[config.mk]
export PLATFORM = sky130hd
export DESIGN_NAME = jump_redirect_ctrl
export DESIGN_NICKNAME = d
export VERILOG_FILES = /design/src/rtl/jump_redirect_ctrl_pkg.sv /design/src/rtl/jump_redirect_ctrl.sv
export SDC_FILE = /design/constraint.sdc
export NUM_CORES = 1
export LEC_CHECK = 0
export CORE_UTILIZATION = 30
export CTS_CLUSTER_DIAMETER = 30
export DETAILED_ROUTE_END_ITERATION = 6
export GPL_TIMING_DRIVEN = 0
export PLACE_DENSITY = 0.62
export SKIP_CTS_REPAIR_TIMING = 1
export SYNTH_ARGS = -nofsm -noshare
export SYNTH_HDL_FRONTEND = slang
export SYNTH_SLANG_ARGS = --single-unit
[constraint.sdc]
create_clock -name clock -period 2.3 [get_ports clock]
set_clock_uncertainty 0.1 [all_clocks]
set_input_delay 0.46 -clock clock [delete_from_list [all_inputs] [get_ports clock]]
set_output_delay 0.46 -clock clock [all_outputs]
set_load 0.02 [all_outputs]
[src/rtl/jump_redirect_ctrl_pkg.sv]
// Shared definitions for the jump/trap redirect controller: FSM encoding,
// alignment mask and the target alignment test.
package jump_redirect_ctrl_pkg;

  localparam int unsigned STATE_W   = 3;
  localparam int unsigned REG_IDX_W = 5;

  localparam logic [STATE_W-1:0] ST_IDLE      = 3'd0;
  localparam logic [STATE_W-1:0] ST_FLUSH     = 3'd1;
  localparam logic [STATE_W-1:0] ST_REDIRECT  = 3'd2;
  localparam logic [STATE_W-1:0] ST_WRITEBACK = 3'd3;
  localparam logic [STATE_W-1:0] ST_EXC       = 3'd4;

  localparam logic [1:0] ALIGN_MASK = 2'b11;

  // Both low bits are tested; jalr bit-0 clearing is the producer's job.
  function automatic logic is_misaligned(input logic [1:0] addr_lo);
    return |(addr_lo & ALIGN_MASK);
  endfunction

endpackage

[src/rtl/jump_redirect_ctrl.sv]
// Sequences a resolved jump or trap into flush, fetch redirect and link
// writeback, raising a misaligned-target exception instead when required.
module jump_redirect_ctrl
  import jump_redirect_ctrl_pkg::*;
#(
  parameter int unsigned XLEN  = 32,
  parameter int unsigned CNT_W = 16
) (
  input  logic                 clock,
  input  logic                 reset,
  input  logic                 jump_valid,
  input  logic [XLEN-1:0]      jump_target,
  input  logic [XLEN-1:0]      jump_link,
  input  logic [REG_IDX_W-1:0] jump_rd,
  output logic                 jump_ready,
  input  logic                 trap_valid,
  input  logic [XLEN-1:0]      trap_vector,
  output logic                 trap_ready,
  output logic                 flush,
  output logic                 redirect_valid,
  output logic [XLEN-1:0]      redirect_pc,
  input  logic                 fetch_ready,
  output logic                 wb_valid,
  output logic [REG_IDX_W-1:0] wb_rd,
  output logic [XLEN-1:0]      wb_value,
  input  logic                 wb_ready,
  output logic                 misaligned_exc,
  output logic [XLEN-1:0]      misaligned_addr,
  output logic                 busy,
  output logic [CNT_W-1:0]     redirect_count
);

  logic [STATE_W-1:0]   state_q,  state_d;
  logic [XLEN-1:0]      target_q, target_d;
  logic [XLEN-1:0]      link_q,   link_d;
  logic [REG_IDX_W-1:0] rd_q,     rd_d;
  logic                 no_wb_q,  no_wb_d;
  logic [CNT_W-1:0]     count_q,  count_d;

  logic flush_q,    flush_d;
  logic redir_q,    redir_d;
  logic wbv_q,      wbv_d;
  logic exc_q,      exc_d;
  logic busy_q,     busy_d;

  // Next-state, capture and counter logic.
  always_comb begin
    state_d  = state_q;
    target_d = target_q;
    link_d   = link_q;
    rd_d     = rd_q;
    no_wb_d  = no_wb_q;
    count_d  = count_q;
    case (state_q)
      ST_IDLE: begin
        if (trap_valid) begin
          target_d = trap_vector;
          rd_d     = '0;
          no_wb_d  = 1'b1;
          state_d  = ST_FLUSH;
        end else if (jump_valid) begin
          target_d = jump_target;
          link_d   = jump_link;
          rd_d     = jump_rd;
          no_wb_d  = (jump_rd == '0);
          state_d  = is_misaligned(jump_target[1:0]) ? ST_EXC : ST_FLUSH;
        end
      end
      ST_FLUSH: state_d = ST_REDIRECT;
      ST_REDIRECT: begin
        if (fetch_ready) begin
          count_d = count_q + CNT_W'(1);
          state_d = no_wb_q ? ST_IDLE : ST_WRITEBACK;
        end
      end
      ST_WRITEBACK: begin
        if (wb_ready) state_d = ST_IDLE;
      end
      ST_EXC:  state_d = ST_IDLE;
      default: state_d = ST_IDLE;
    endcase
  end

  // Moore outputs registered from the upcoming state so they align with it.
  always_comb begin
    flush_d = (state_d == ST_FLUSH);
    redir_d = (state_d == ST_REDIRECT);
    wbv_d   = (state_d == ST_WRITEBACK);
    exc_d   = (state_d == ST_EXC);
    busy_d  = (state_d != ST_IDLE);
  end

  always_ff @(posedge clock) begin
    if (reset) begin
      state_q  <= ST_IDLE;
      target_q <= '0;
      link_q   <= '0;
      rd_q     <= '0;
      no_wb_q  <= 1'b0;
      count_q  <= '0;
      flush_q  <= 1'b0;
      redir_q  <= 1'b0;
      wbv_q    <= 1'b0;
      exc_q    <= 1'b0;
      busy_q   <= 1'b0;
    end else begin
      state_q  <= state_d;
      target_q <= target_d;
      link_q   <= link_d;
      rd_q     <= rd_d;
      no_wb_q  <= no_wb_d;
      count_q  <= count_d;
      flush_q  <= flush_d;
      redir_q  <= redir_d;
      wbv_q    <= wbv_d;
      exc_q    <= exc_d;
      busy_q   <= busy_d;
    end
  end

  // A trap in IDLE pre-empts a simultaneous jump, so jump_ready drops that cycle.
  assign trap_ready      = (state_q == ST_IDLE);
  assign jump_ready      = (state_q == ST_IDLE) & ~trap_valid;
  assign flush           = flush_q;
  assign redirect_valid  = redir_q;
  assign redirect_pc     = target_q;
  assign wb_valid        = wbv_q;
  assign wb_rd           = rd_q;
  assign wb_value        = link_q;
  assign misaligned_exc  = exc_q;
  assign misaligned_addr = target_q;
  assign busy            = busy_q;
  assign redirect_count  = count_q;

endmodule

==> results of run 1 <==
power by group:
group | switching [mW] | internal, mW
Clock | 0.640 | 0.873
Sequential | 0.111 | 1.77
Combinational | 0.682 | 0.755
synthesized netlist by cell type:
cell type,number
and4bb_2,1
clkbuf_1,18
nor4_1,4
a22oi_1,6
or4_4,1
nor3_1,5
xnor2_1,6
inv_1,3
and3_1,1
o31ai_1,1
nand2_1,72
dfxtp_1,94
o21a_1,1
ha_1,1
nor2b_1,1
a31oi_1,1
nor3b_1,1
a221oi_1,1
nor2_1,55
xor2_1,6
nor4bb_1,1
buf_1,5
a21o_1,1
or4_1,1
nand3_1,5
and2_1,2
nand4bb_1,1
o22ai_1,1
nand4_1,7
a21oi_1,36
or3_1,4
o21ai_0,3
nand2b_1,2
buf_2,6
a211oi_1,32
or2_2,1
buf_4,32
mux2i_1,32
area by class of cell:
type / count / area [um2] / area share (%)
Clock buffer: 11 / 243 / 3.59
Sequential cell: 94 / 1880 / 27.8
Timing Repair Buffer: 229 / 2300 / 34.0
Clock inverter: 5 / 58.8 / 0.870
Buffer: 61 / 357 / 5.27
Multi-Input combinational cell: 293 / 1700 / 25.1
Tap cell: 172 / 215 / 3.18
Inverter: 3 / 11.3 / 0.167
worst register-to-register path, delay by kind of cell, from the launching register on:
| family | cells | cell delay, ns |
|---|---|---|
| simple gates | 3 | 1.27 |
| compound gates | 1 | 0.16 |
| flops | 1 | 0.45 |
path summary, 6_finish.rpt:
kind	to	startpoint	slack [ns]	cells after the start
worst max-delay path	redirect_count[13]	fetch_ready	0.11	6
worst min-delay path	wb_value[31]	wb_value[31]	0.36	2
worst max register to register	redirect_count[13]	redirect_count[2]	0.24	4
worst min register to register	wb_value[31]	wb_value[31]	0.36	2
sequential cells by signal, summed over array words and instances, names as in the netlist:
| name | count |
|---|---|
| busy | 1 |
| wb_valid | 1 |
| wb_value | 32 |
| no_wb_q | 1 |
| state_q | 3 |
| misaligned_addr | 32 |
| misaligned_exc | 1 |
| flush | 1 |
| redirect_valid | 1 |
| redirect_count | 16 |
| wb_rd | 5 |
kinds of logic after synthesis:
family,synth area share (%)
AND/OR/NAND/NOR,18.4
flip-flops,47.8
AO/OA/AOI/OAI,13.3
buffers and inverters,9.35
multiplexers,8.14
XOR/XNOR,2.67
adder cells (fa/ha/maj),0.318
stage by stage:
stage               setup WS, ns  cell area (um2)  std cells
detailed placement        -0.220             6450        852
floorplan                  0.127             3940        451
finish                     0.106             6760        868
CTS                      -0.0886             6750        868
global placement          -0.208             6450        852
global route              0.0273             6760        868
per-layer routing:
metal	routed length [um]	global-route usage (%)
met3	952	5.24
met2	6880	35.4
met5	0	0
met4	291	8.44
met1	5510	22.0
==> flow_summary.ini, run 1 <==
[run_status]
status = complete, no violations

[route]
drc_errors = 0
routed_via_density = 4.60
ant_nets = 0
vias = 3994
routed_wirelength_um = 13600
drt_iter0_markers = 164
routedWlPerCell_um = 15.7
dr.pass1.iters = 4

[critical_path]
start_kind = input port
cp.arrival_ns = 2.36
max_stage_delay_ns = 0.58
crit_slowest_cell = or4_4
endpoint_kind = register
path_max_fanout = 8
crit_family = simple AND/OR/NAND/NOR gates
crit_type = input port to register
required_ns = 2.46
crit_buf_inv = 2
path_cells = clkdlybuf4s50_1 > nand4bb_1 > buf_2 > or4_4 > or3_1 > a21oi_1

[logic_synthesis]
synthDistinctLibCells = 38
netlist_top_cells_area = dfxtp_1 48%, mux2i_1 8.1%, nand2_1 6.9%, a211oi_1 6.1%, buf_4 6.1%
ys_ff_latch = 94
syn_nets = 559
syn_area_per_cell_um2 = 8.73
synth_top_area_share_pct = 47.8
syn_area_mm2 = 0.00394
synth-seq-area-share_pct = 47.8
ys_warn_count = 0
syn_inst = 451
yosysTopAreaCell = dfxtp_1

[timing]
fin_crit_ns = 2.19
hold_violations = 0
max_slew_margin_pct = 49.9
fmax_ghz = 0.456
fin_crit_sh_pct = 95.4
drv_slew = 0
setup_tns_ns = 0
hold_ws_ns = 0.357
worstMarginPinSlew_ns = 0.752
setup_violations = 0
rsz0062_at_grt = no

[global_routing]
antenna_found_initial = 0
grt_start_max_net_pins = 16
gr-total-overflow = 0
grt_pass1_wl_um = 20400
grt_pass1_vias = 3904
grt_use_total_pct = 19.8

[clocking]
cts_buffer_depth = 2
cts_tree = yes
clk_transition_reported_paths_ns = 0.07
cts_buffers = 9
htreeDepth = 3
root_buffer = clkbuf_16
clock-sinks = 94
clock_latency_ns = 0.34

[final_layout]
most-common-layout-cells = 227 x clkdlybuf4s50_1, 94 x dfxtp_1, 72 x nand2_1, 55 x nor2_1, 36 x a21oi_1
fin_nets = 799
utilization_pct = 53.1
syn_to_final_growth_pct = 71.8
final_common_cell = clkdlybuf4s50_1
antenna_cells = 0
drive_above_1_share_pct = 8.33
n_fill_cell = 1247

[floorplanning]
start_util_pct = 30.9
dieHeight_um = 117
dieArea_mm2 = 0.0136
fp.coreArea_mm2 = 0.0127
fp-row-count = 41
die_x_um = 117
num_io_pins = 231

[placement]
dp_hpwl_um = 10700
portBuffers = 229
place.gp.congestion = 0.785

[power_and_ir_drop]
leakagePower_nw = 2.55
powerDensity_mw_per_mm2 = 714
power_mw = 4.83
ir_worst_vdd_uv = 432

[hold_path]
min_path_type = register to register

[run]
maxCapViolations = 0
Power figures use the tool's default switching activity.
==> run 2: changes to the inputs <==
--- a/config.mk
+++ b/config.mk
@@ -5,6 +5,7 @@
 export SDC_FILE = /design/constraint.sdc
 export NUM_CORES = 1
 export LEC_CHECK = 0
+export CAP_MARGIN = 20
 export CORE_UTILIZATION = 30
 export CTS_CLUSTER_DIAMETER = 30
 export DETAILED_ROUTE_END_ITERATION = 6
==> results of run 2 <==
Same layout as run 1: the final DEF is identical, and so are final timing and power.
